===== src/rtl/fwd_hazard_ctrl.sv =====
// Forwarding and load-use hazard controller for the 4-stage 8-bit core.
// Tracks EX/MEM producers and drives registered operand-select codes plus a combinational stall.
module fwd_hazard_ctrl #(
  parameter int REG_AW = 2,
  parameter int CNT_W  = 8
) (
  input  logic              clk,
  input  logic              rst_n,
  input  logic              id_valid,
  input  logic [REG_AW-1:0] id_rs_a,
  input  logic [REG_AW-1:0] id_rs_b,
  input  logic              id_use_a,
  input  logic              id_use_b,
  input  logic              id_wr,
  input  logic [REG_AW-1:0] id_rd,
  input  logic              id_is_load,
  input  logic              flush,
  output logic              stall,
  output logic [1:0]        fwd_a,
  output logic [1:0]        fwd_b,
  output logic [CNT_W-1:0]  stall_cnt
);

  localparam logic [1:0]       SEL_RF  = 2'b00;
  localparam logic [1:0]       SEL_EXM = 2'b01;
  localparam logic [1:0]       SEL_MWB = 2'b10;
  localparam logic [CNT_W-1:0] CNT_ONE = {{(CNT_W-1){1'b0}}, 1'b1};
  localparam logic [CNT_W-1:0] CNT_MAX = {CNT_W{1'b1}};

  logic              ex_vld, ex_wr, ex_ld;
  logic [REG_AW-1:0] ex_rd;
  logic              mem_vld, mem_wr, mem_ld;
  logic [REG_AW-1:0] mem_rd;

  logic              haz;
  logic              ex_fwd_ok, mem_fwd_ok;
  logic [1:0]        sel_a, sel_b;

  // A load still in EX cannot feed its consumer yet; that case becomes the single stall bubble.
  always_comb begin
    haz = id_valid & ex_vld & ex_wr & ex_ld &
          ((id_use_a & (id_rs_a == ex_rd)) | (id_use_b & (id_rs_b == ex_rd)));
    stall = haz & ~flush & rst_n;
  end

  // Nearest producer wins, so the EX record is checked before the MEM record.
  always_comb begin
    ex_fwd_ok  = ex_vld & ex_wr & ~ex_ld;
    mem_fwd_ok = mem_vld & mem_wr;

    sel_a = SEL_RF;
    if (id_valid && id_use_a) begin
      if (ex_fwd_ok && (ex_rd == id_rs_a))
        sel_a = SEL_EXM;
      else if (mem_fwd_ok && (mem_rd == id_rs_a))
        sel_a = SEL_MWB;
    end

    sel_b = SEL_RF;
    if (id_valid && id_use_b) begin
      if (ex_fwd_ok && (ex_rd == id_rs_b))
        sel_b = SEL_EXM;
      else if (mem_fwd_ok && (mem_rd == id_rs_b))
        sel_b = SEL_MWB;
    end
  end

  always_ff @(posedge clk or negedge rst_n) begin
    if (!rst_n) begin
      ex_vld    <= 1'b0;
      ex_wr     <= 1'b0;
      ex_rd     <= '0;
      ex_ld     <= 1'b0;
      mem_vld   <= 1'b0;
      mem_wr    <= 1'b0;
      mem_rd    <= '0;
      mem_ld    <= 1'b0;
      fwd_a     <= SEL_RF;
      fwd_b     <= SEL_RF;
      stall_cnt <= '0;
    end else begin
      mem_vld <= ex_vld;
      mem_wr  <= ex_wr;
      mem_rd  <= ex_rd;
      mem_ld  <= ex_ld;

      if (flush || stall) begin
        ex_vld <= 1'b0;
        ex_wr  <= 1'b0;
        ex_rd  <= '0;
        ex_ld  <= 1'b0;
        fwd_a  <= SEL_RF;
        fwd_b  <= SEL_RF;
      end else begin
        ex_vld <= id_valid;
        ex_wr  <= id_wr;
        ex_rd  <= id_rd;
        ex_ld  <= id_is_load;
        fwd_a  <= sel_a;
        fwd_b  <= sel_b;
      end

      // Saturating performance counter: holds at all-ones instead of wrapping.
      if (stall && (stall_cnt != CNT_MAX))
        stall_cnt <= stall_cnt + CNT_ONE;
    end
  end

endmodule


===== config.mk =====
export PLATFORM = sky130hd
export DESIGN_NAME = fwd_hazard_ctrl
export DESIGN_NICKNAME = d
export VERILOG_FILES = /design/src/rtl/fwd_hazard_ctrl.sv
export SDC_FILE = /design/constraint.sdc
export NUM_CORES = 1
export LEC_CHECK = 0
export CAP_MARGIN = 20
export CELL_PAD_IN_SITES_DETAIL_PLACEMENT = 0
export CELL_PAD_IN_SITES_GLOBAL_PLACEMENT = 1
export CORE_AREA = 3 3 41 71
export DETAILED_ROUTE_END_ITERATION = 12
export DIE_AREA = 0 0 44 74
export MAX_ROUTING_LAYER = met4
export PLACE_DENSITY_LB_ADDON = 0.1
export SYNTH_ARGS = -nofsm -noshare
export SYNTH_HDL_FRONTEND = slang
export SYNTH_SLANG_ARGS = --single-unit

===== constraint.sdc =====
create_clock -name clk -period 3.04 [get_ports clk]
set_input_delay 0.304 -clock clk [delete_from_list [all_inputs] [get_ports clk]]
set_output_delay 0.304 -clock clk [all_outputs]
set_load 0.01 [all_outputs]

* Yosys cells after proc, flatten, opt, wreduce, memory -nomap -nowiden
Cells that the tools add are included.
** Word-level totals
- Input bits :: 14
- Output and inout bits :: 13
- Flip-flop bits (word level) :: 21
** Operators by class
- Bitwise logic cells :: 14
- Add/subtract/negate cells :: 1
- Equality and inequality tests :: 7
- Multiplexer cells :: 12
- Reduce and logical (&&, ||, !) cells :: 8
** Operator list (number)
- 2-bit two-way mux :: 9
- 2-bit equality test :: 6
- 1-bit bitwise AND :: 11
- 8-bit by 1-bit adder with 8-bit output, second input constant :: 1
- 8-bit != test, second input constant :: 1
- 1-bit logical AND :: 7
- 1-bit two-way mux :: 3
- 1-bit NOT :: 2
- 1-bit logical OR :: 1
- 1-bit OR :: 1

* Logic depth before layout (Yosys ltp)
Gate-level depths: netlist of run 1.
- Word-level depth :: 8
- Depth in mapped cells :: 6

* Worst setup path before layout of run 1
OpenSTA, ideal clock, no wires.
- Path type :: register to register
- Start :: register ex_rd[1]
- End :: register stall_cnt[1]
- Data arrival time :: 1.609 ns
- Slack :: 1.304 ns
- Clock period less this slack :: 1.736 ns
- Required time :: 2.912 ns
- Library setup time :: 0.128 ns
- Stages on the path, launching flop included :: 6
- Cells stage by stage :: dfrtp_1 -> xnor2_1 -> nand3_1 -> a211oi_4 -> nand2_1 -> mux2_1
** On the way
- Word-level cells in the longest chain between the ends :: 7
** RTL lines
- start, declared :: RTL line 31 : logic [REG_AW-1:0] ex_rd;
- start signal, assigned :: RTL line 97 : ex_rd <= id_rd;
- 2-bit equality test :: RTL line 42 : ((id_use_a & (id_rs_a == ex_rd)) | (id_use_b & (id_rs_b == ex_rd)));
- 1-bit bitwise AND :: RTL line 42
- 1-bit OR * :: RTL line 42
- 1-bit bitwise AND * :: RTL line 41 : haz = id_valid & ex_vld & ex_wr & ex_ld &
- 1-bit bitwise AND * (2 in a row) :: RTL line 43 : stall = haz & ~flush & rst_n;
- named net stall :: RTL line 18 : output logic stall,
- 1-bit logical AND * :: RTL line 104 : if (stall && (stall_cnt != CNT_MAX))
- end signal, assigned :: RTL line 105 : stall_cnt <= stall_cnt + CNT_ONE;
- end, declared :: RTL line 21 : output logic [CNT_W-1:0] stall_cnt
The timed path passes the listed nets; every way through them passes the cells marked *.
A chain may end at the register's enable or synchronous reset.

* Worst setup path after layout of run 1
- Start :: input id_rs_a[1]
- End :: output stall
** On the way
- Word-level cells in the longest chain between the ends :: 6
** RTL lines
- start, declared :: RTL line 10 : input logic [REG_AW-1:0] id_rs_a,
- 2-bit equality test :: RTL line 42
- 1-bit bitwise AND :: RTL line 42
- 1-bit OR :: RTL line 42
- 1-bit bitwise AND :: RTL line 41
- 1-bit bitwise AND (2 in a row) :: RTL line 43
- end, declared :: RTL line 18
No other way between the ends.

==> results of run 1 <==
==> how the worst min path moves through the flow <==
stage                       from  endpoint  slack, ns  depth (start not counted)
after floorplan            rst_n     ex_ld      0.008                          0
after global placement     ex_wr    mem_wr       0.36                          0
after detailed placement   ex_wr    mem_wr       0.37                          0
after CTS                  ex_wr    mem_wr       0.38                          0
after global routing      ex_vld   mem_vld       0.40                          0
final                      ex_wr    mem_wr       0.38                          0
==> routing by layer <==
layer,share of wire [%],track usage (%)
met3,5.3,2.18
met1,38,13.2
met2,54,23.7
met5,0,-
met4,2.7,8.05
==> per-stage QoR <==
stage,power (W),area [µm²],setup slack [ns]
floorplan,0.000315,910,1.30
global placement,0.000347,1220,0.614
detailed placement,0.000348,1220,0.592
CTS,0.000528,1260,0.590
global route,0.000542,1260,0.478
finish,0.000520,1260,0.602
==> power breakdown <==
part / internal [W] / switching, W
Clock: 0.0000912 / 0.0000879
Sequential: 0.000286 / 0.00000484
Combinational: 0.0000280 / 0.0000226
Total: 0.000405 / 0.000115
==> registers in the layout (all words and copies together) (netlist names) <==
| register | count |
|---|---|
| stall_cnt | 8 |
| ex_rd | 2 |
| fwd_a | 2 |
| fwd_b | 2 |
| mem_rd | 2 |
| ex_ld | 1 |
| ex_vld | 1 |
| ex_wr | 1 |
| mem_vld | 1 |
| mem_wr | 1 |
==> critical path, cell delays in order <==
cell,delay (ns)
clkdlybuf4s50_1,0.45
xnor2_1,0.24
nand3_1,0.16
a211oi_4,0.24
buf_4,0.18
clkdlybuf4s50_1,0.54
==> logic make-up (layout without fill, tap and decap cells) <==
| family | after synthesis | after routing | synth area share [%] |
|---|---|---|---|
| and+or+nand+nor | 35 | 35 | 21.7 |
| AOI/OAI and AO/OA | 3 | 3 | 3.71 |
| xor gates and xnor gates | 13 | 13 | 12.5 |
| muxes | 2 | 2 | 2.48 |
| buffers and inverters | 1 | 33 | 0.412 |
| DFF | 21 | 21 | 57.8 |
| adders and majority gates | 1 | 1 | 1.38 |
==> cell type report <==
cell class | count | area (µm²) | share of cell area (%)
sequential | 21 | 526 | 41.6
multi-input combinational | 54 | 380 | 30.1
timing repair buffer | 28 | 275 | 21.8
clock buffer | 3 | 41.3 | 3.27
tap | 26 | 32.5 | 2.57
clock inverter | 1 | 5.00 | 0.396
inverter | 1 | 3.75 | 0.297
==> cell usage in the layout, fill, tap and decap left out, types with 2 or more instances in the layout <==
cell type and count:
and2_1 5, and3_1 3, and4_1 2, buf_4 2, clkbuf_8 3, clkdlybuf4s50_1 26
dfrtp_1 21, mux2_1 2, nand2_1 5, nand3_1 11, nor2_1 2, nor3_1 2
nor4b_1 2, xnor2_1 13
==> metrics, run 1 <==
Die Footprint 0.00326 mm²; area inside the core boundary 0.00246 mm²; final routed DRC violation total 0; die height 74 µm; Final nets 124; setup repair after global routing missed its margin no; drt first pass iters 4; placed instance count 130; number of buffers added by the clock tree synthesis step 3; headroom to the max-slew limit 70.0%; die outline width 44 µm; fraction of final layout cells sized beyond drive strength 1 6.48%; number of warnings issued by yosys 0; termination of the worst setup path stall; Reg2Reg Setup Slack 1.24 ns; total congestion overflow after global routing 0; number of distinct library cells after synthesis 19; TritonCTS clock tree yes; Placer Congestion 0.784; # clock sinks 21; Tmin final 2.44 ns; insertion delay to the later sink of the worst-skew pair 0.26 ns; beginning of the worst register-to-register path stall_cnt[0]; top-count cell post-synth dfrtp_1; Initial Utilization 36.9%; number of cells on the worst reg-to-reg path 6; number of setup violations in the final report 0; HP Class flop to flop; Crit Path Class input pin to output port; number of nets in the synthesized netlist 91; cell area power density 412 mW/mm²; total count of max-transition violations in the final report 0; Non-Filler Instances 134; buffer levels on the longest clock path 2; global-route wire length before repair 3.04 mm; commonest cells in the synthesized netlist dfrtp_1, xnor2_1, nand3_1; WL final 1.86 mm; antenna violations before repair 0; Iteration-0 DRC Markers 12; library cell used as clock root buffer clkbuf_8; final critical-path share of the clock period 80.2%; arrival time of data at the critical path endpoint 2.13 ns; cells after synthesis 76; maximum number of pins on one net before global-route repair 22; Setup crit end kind output port; Synth Area per Inst 12.0 µm²; DR WL/cell 13.9 µm; Post-Route Setup TNS 0 ns; Util after Layout 51.3%; Main synth FF type dfrtp_1; leading area contributor after synthesis dfrtp_1; antenna diode count 0; slew at the pin closest to its max-slew limit 0.448 ns; top cells by area in the synthesized netlist dfrtp_1, xnor2_1, nand3_1, and2_1, mux2_1; Crit. Startpoint id_rs_a[1]; number of filler cells placed in the layout 241; Worst Path Max Fanout 10; number of flops mapped to enable cells by yosys 0; total of buffers placed on input and output ports 26; Antenna Nets Post-Route 0; IR drop worst, VDD 0.243 mV; Seq cells post-synth 21; share of the synthesized area in the top cell type 57.8%; via count of the routed design 693; hold_buf cts 0; reg-to-reg critical path endpoint stall_cnt[1]; max-cap violations 0; maximum clock rate 410 MHz; Ports 27; postcts setup bufs 0; placement row count 24; hold_ws 0.385 ns; vias in the first global route 694; post-CTS clock slew at the launch and capture registers of the worst setup and hold paths 0.08 ns; result of the run complete, no violations; number of failing hold endpoints at the final stage 0; share of the yosys chip area belonging to registers 57.8%; Worst Clk Skew 0.00408 ns; H-tree level count 1; Setup crit start kind input pin; Area growth syn-to-layout 38.9%; netlist area before placement 910 µm²; overall fraction of global-route tracks in use 13.4%; Critical Path RT 2.74 ns; per-cell via count in the routed design 5.17; share of synthesized registers carrying an async set or reset 100%; post-cts resize count 0; leak pwr 0.523 nW
Power figures use the tool's default switching activity.
==> run 2, diff against run 1 <==
--- a/config.mk
+++ b/config.mk
@@ -8,9 +8,9 @@
 export CAP_MARGIN = 20
 export CELL_PAD_IN_SITES_DETAIL_PLACEMENT = 0
 export CELL_PAD_IN_SITES_GLOBAL_PLACEMENT = 1
-export CORE_AREA = 3 3 41 71
+export CORE_AREA = 3 3 43 74
 export DETAILED_ROUTE_END_ITERATION = 12
-export DIE_AREA = 0 0 44 74
+export DIE_AREA = 0 0 46 77
 export MAX_ROUTING_LAYER = met4
 export PLACE_DENSITY_LB_ADDON = 0.1
 export SYNTH_ARGS = -nofsm -noshare
==> constraint.sdc (replaced) <==
create_clock -name clk -period 2.5 [get_ports clk]
set_input_delay 0.25 -clock clk [delete_from_list [all_inputs] [get_ports clk]]
set_output_delay 0.25 -clock clk [all_outputs]
set_load 0.01 [all_outputs]
==> run 2 against run 1 <==
Effect of this change: clock skew decreased by 0.0014 ns; final cell count increased by 1.5%; worst setup slack got worse by 0.32 ns; design area increased by 0.69%; register-to-register slack got worse by 0.57 ns; first-iteration DRC count increased by 17%; flip-flop and latch count unchanged; via count increased by 2.0%; non-clock buffer count increased by 1; die area increased by 8.8%; global-route usage decreased by 0.43 points; largest cell class unchanged; largest power group unchanged; highest routed layer unchanged.
==> metrics, run 2 (synthesis results as in run 1) <==
insertion delay to the later sink of the worst-skew pair 0.25 ns; vias in the first global route 761; setup repair after global routing missed its margin no; post-CTS clock slew at the launch and capture registers of the worst setup and hold paths 0.07 ns; termination of the worst setup path stall; critical path's largest stage delay 0.57 ns; total of buffers placed on input and output ports 26; Worst Clk Skew 0.00268 ns; area used by multi-input combinational logic 380 µm²; overall fraction of global-route tracks in use 12.9%; global-route layer with the greatest usage met2; beginning of the worst register-to-register path ex_rd[1]; placement row count 25; Post-Place Setup Slack 0.268 ns; fraction of final layout cells sized beyond drive strength 1 7.34%; antenna violations before repair 0; DR WL/cell 13.8 µm; met1 Usage GRT 13.8%; commonest non-fill, non-tap cells in the layout clkdlybuf4s50_1, dfrtp_1, xnor2_1, nand3_1; Crit. Startpoint id_rs_a[1]; Most Frequent Cell on Critical Path clkdlybuf4s50_1; number of failing hold endpoints at the final stage 0; Overall Power 0.000630 W; final critical-path share of the clock period 88.7%; number of setup violations in the final report 0; die outline width 46 µm; cell area power density 495 mW/mm²; Critical Path RT 2.25 ns; die height 77 µm; cell-by-cell trace of the critical path clkdlybuf4s50_1 -> xnor2_1 -> nand3_1 -> a211oi_4 -> clkdlybuf4s50_1; number of buffers added by the clock tree synthesis step 3; Antenna Nets Post-Route 0; max-cap violations 0; final routed DRC violation total 0; Die Footprint 0.00354 mm²; maximum number of pins on one net before global-route repair 22; post-cts resize count 0; Setup crit start kind input pin; IR drop worst, VDD 0.308 mV; hold_buf cts 0; met3 track demand over resource 2.11%; Final nets 125; total count of max-transition violations in the final report 0; area inside the core boundary 0.00269 mm²; Crit Path Class input pin to output port; commonest non-fill, non-tap cell in the layout clkdlybuf4s50_1; startpoint of the most critical hold path ex_wr; drt first pass iters 4; Setup crit end kind output port; maximum clock rate 451 MHz; number of filler cells placed in the layout 265; HP Class flop to flop; reg-to-reg critical path endpoint stall_cnt[7]; Iteration-0 DRC Markers 14; buffer levels on the longest clock path 2; met2 routing resource usage after global routing 20.4%; hold_ws 0.388 ns; Ports 27; via count of the routed design 707; sequential standard cell area 526 µm²; leak pwr 0.528 nW; WL final 1.88 mm; Tmin final 2.22 ns; Initial Utilization 33.8%; arrival time of data at the critical path endpoint 1.97 ns; Crit-path slowest cell clkdlybuf4s50_1; H-tree level count 1; library cell used as clock root buffer clkbuf_8; Final Worst Setup Slack 0.283 ns; number of cells on the worst reg-to-reg path 6; postcts setup bufs 0; # clock sinks 21; result of the run complete, no violations; per-cell via count in the routed design 5.20; antenna diode count 0; number of flip-flops in the largest register 8; DPL Wire Length 1.55 mm; Area growth syn-to-layout 39.9%; Reg2Reg Setup Slack 0.67 ns; global-route wire length before repair 3.24 mm; headroom to the max-slew limit 71.2%; largest register by flop count stall_cnt; Post-Route Setup TNS 0 ns; TritonCTS clock tree yes; total congestion overflow after global routing 0; Worst Path Max Fanout 2; Util after Layout 47.3%; slew at the pin closest to its max-slew limit 0.430 ns; Placer Congestion 0.859
[run 2: cell types whose count changed in the layout (fill, tap and decap cells not counted), sizes merged]
cell  before  now
buf        2    3
[run 2: layout make-up]
class | instances | area share (%)
Tap cell | 27 | 2.65
Clock buffer | 3 | 3.24
Timing Repair Buffer | 29 | 22.2
Clock inverter | 1 | 0.393
Multi-Input combinational cell | 54 | 29.9
Sequential cell | 21 | 41.3
Inverter | 1 | 0.295
[run 2: how the worst min path moves through the flow]
stage / endpoint / slack (ns) / depth (start not counted)
final: mem_wr / 0.39 / 0
after global routing: mem_wr / 0.40 / 0
after CTS: mem_wr / 0.39 / 0
after detailed placement: mem_wr / 0.37 / 0
after global placement: mem_wr / 0.36 / 0
after floorplan: ex_ld / -0.05 / 0
[run 2: metrics by stage]
stage / cell area (µm²) / instances
after global placement: 1230 / 132
after floorplan: 910 / 76
final: 1270 / 136
after CTS: 1270 / 136
after global routing: 1270 / 136
after detailed placement: 1230 / 132
[run 2: power breakdown]
group | total [W] | switching [W] | internal (W)
Clock | 0.000214 | 0.000103 | 0.000111
Combinational | 0.0000623 | 0.0000273 | 0.0000350
Sequential | 0.000354 | 0.00000615 | 0.000348
[run 2: worst max-delay path, delay by kind of cell]
family	cells	cell delay (ns)
buffers and inverters	2	1.02
xor gates and xnor gates	1	0.26
AOI/OAI and AO/OA	1	0.27
and+or+nand+nor	1	0.17
[run 2: per-layer routing]
| layer | up-vias | share of wire [%] | routed length (µm) |
|---|---|---|---|
| met5 | - | 0 | 0 |
| met4 | 0 | 3.6 | 68 |
| li1 | 330 | - | - |
| met2 | 29 | 57 | 1070 |
| met1 | 342 | 34 | 640 |
| met3 | 6 | 5.5 | 104 |
==> run 3, diff against run 2 <==
--- a/config.mk
+++ b/config.mk
@@ -8,9 +8,9 @@
 export CAP_MARGIN = 20
 export CELL_PAD_IN_SITES_DETAIL_PLACEMENT = 0
 export CELL_PAD_IN_SITES_GLOBAL_PLACEMENT = 1
-export CORE_AREA = 3 3 43 74
+export CORE_AREA = 3 3 41 71
 export DETAILED_ROUTE_END_ITERATION = 12
-export DIE_AREA = 0 0 46 77
+export DIE_AREA = 0 0 44 74
 export MAX_ROUTING_LAYER = met4
 export PLACE_DENSITY_LB_ADDON = 0.1
 export SYNTH_ARGS = -nofsm -noshare
==> constraint.sdc (replaced) <==
create_clock -name clk -period 2.9 [get_ports clk]
set_input_delay 0.29 -clock clk [delete_from_list [all_inputs] [get_ports clk]]
set_output_delay 0.29 -clock clk [all_outputs]
set_load 0.01 [all_outputs]
==> run 3 against run 2 <==
Effect of this change: utilization up 4.0 points; non-clock buffer count is 1 lower; die area decreased by 8.1%; hold slack worse by 0.011 ns; via count is 0.99% lower; worst setup slack better by 0.34 ns; total power down 13%; critical path type unchanged; critical endpoint unchanged; largest power group unchanged.
==> metrics, run 3 (synthesis results as in run 1) <==
number of setup violations in the final report 0; number of cells on the worst reg-to-reg path 6; slew at the pin closest to its max-slew limit 0.431 ns; buffer levels on the longest clock path 2; leak pwr 0.520 nW; Tmin final 2.27 ns; antenna violations before repair 0; HP Class flop to flop; per-cell via count in the routed design 5.22; Worst Clk Skew 0.00322 ns; Area growth syn-to-layout 38.8%; setup repair after global routing missed its margin no; Final nets 124; antenna diode count 0; cell class contributing the biggest share of worst-path delay buffers and inverters; area used by multi-input combinational logic 380 µm²; max-cap violations 0; final routed DRC violation total 0; arrival time of data at the critical path endpoint 1.98 ns; number of filler cells placed in the layout 223; hold_buf cts 0; maximum number of pins on one net before global-route repair 22; TritonCTS clock tree yes; result of the run complete, no violations; die height 74 µm; Die Footprint 0.00326 mm²; Placer Congestion 0.780; Iteration-0 DRC Markers 8; die outline width 44 µm; via count of the routed design 700; Overall Power 0.000550 W; number of flip-flops in the largest register 8; IR drop worst, VDD 0.287 mV; headroom to the max-slew limit 71.2%; total of buffers placed on input and output ports 26; # clock sinks 21; number of buffers added by the clock tree synthesis step 3; hold_ws 0.377 ns; insertion delay to the later sink of the worst-skew pair 0.26 ns; cell area power density 436 mW/mm²; vias in the first global route 758; worst hold stages 0; Post-Route Setup TNS 0 ns; area inside the core boundary 0.00246 mm²; Critical Path RT 2.61 ns; DR WL met2 1.10 mm; placement row count 24; Util after Layout 51.3%; cell-by-cell trace of the critical path clkdlybuf4s50_1 -> xnor2_1 -> nand3_1 -> a211oi_4 -> clkdlybuf4s50_1; commonest non-fill, non-tap cell in the layout clkdlybuf4s50_1; global-route wire length before repair 3.26 mm; post-route cell area 0.00126 mm²; highest routing layer actually used met4; H-tree level count 1; overall fraction of global-route tracks in use 14.3%; sequential standard cell area 526 µm²; number of failing hold endpoints at the final stage 0; M1 WL 726 µm; post-cts resize count 0; library cell used as clock root buffer clkbuf_8; Ports 27; maximum clock rate 440 MHz; total congestion overflow after global routing 0; Most Frequent Cell on Critical Path clkdlybuf4s50_1; total count of max-transition violations in the final report 0; Setup crit end kind output port; post-CTS clock slew at the launch and capture registers of the worst setup and hold paths 0.08 ns; WL final 1.97 mm; commonest non-fill, non-tap cells in the layout clkdlybuf4s50_1, dfrtp_1, xnor2_1, nand3_1; area after detailed placement 0.00122 mm²; fraction of final layout cells sized beyond drive strength 1 5.56%; Crit-path slowest cell clkdlybuf4s50_1; Crit path buffers/inverters 2; Setup crit start kind input pin; critical path's largest stage delay 0.57 ns; final critical-path share of the clock period 78.4%; postcts setup bufs 0; Crit Path Class input pin to output port; Initial Utilization 36.9%; DR WL/cell 14.7 µm; Worst Path Max Fanout 2; Antenna Nets Post-Route 0; logic depth of the worst setup path including buffers 5; largest register by flop count stall_cnt; met3 routed WL 87 µm; DPL Wire Length 1.55 mm; drt first pass iters 4
==> run 3: per-stage QoR <==
stage	setup slack (ns)	std cells
after global routing	0.535	134
final	0.626	134
after detailed placement	0.608	130
after floorplan	1.16	76
after global placement	0.657	130
after CTS	0.609	134
==> run 3: area by class of cell <==
| cell class | count | share of cell area [%] |
|---|---|---|
| Sequential cell | 21 | 41.6 |
| Tap cell | 26 | 2.58 |
| Multi-Input combinational cell | 54 | 30.1 |
| Timing Repair Buffer | 28 | 21.8 |
| Clock buffer | 4 | 3.57 |
| Inverter | 1 | 0.297 |
==> run 3: final timing paths <==
check / start / to / slack (ns)
setup / recovery: id_rs_b[1] / stall / 0.63
hold / removal: ex_wr / mem_wr / 0.38
setup reg to reg: ex_rd[1] / stall_cnt[7] / 1.06
hold reg to reg: ex_wr / mem_wr / 0.38
max in group asynchronous: rst_n / stall_cnt[5] / 2.23
min in group asynchronous: rst_n / stall_cnt[0] / 0.45
==> run 3: worst reg2reg max path, cell delays in order (launching register included) <==
cell and delay [ns]:
dfrtp_1 0.42, xnor2_1 0.27, nand3_1 0.17, a211oi_4 0.24, buf_4 0.19, nand4_1 0.12, mux2_1 0.32
==> run 3: power by group <==
part	switching [W]	internal [W]	leakage [nW]
clock network	0.0000947	0.0000978	0.0228
logic	0.0000240	0.0000294	0.214
registers	0.00000488	0.000299	0.284
==> run 3: routing by layer <==
| layer | GRT usage, % | vias up |
|---|---|---|
| li1 | - | 328 |
| met1 | 14.0 | 344 |
| met2 | 25.0 | 22 |
| met3 | 2.42 | 6 |
| met4 | 9.06 | 0 |
| met5 | - | - |
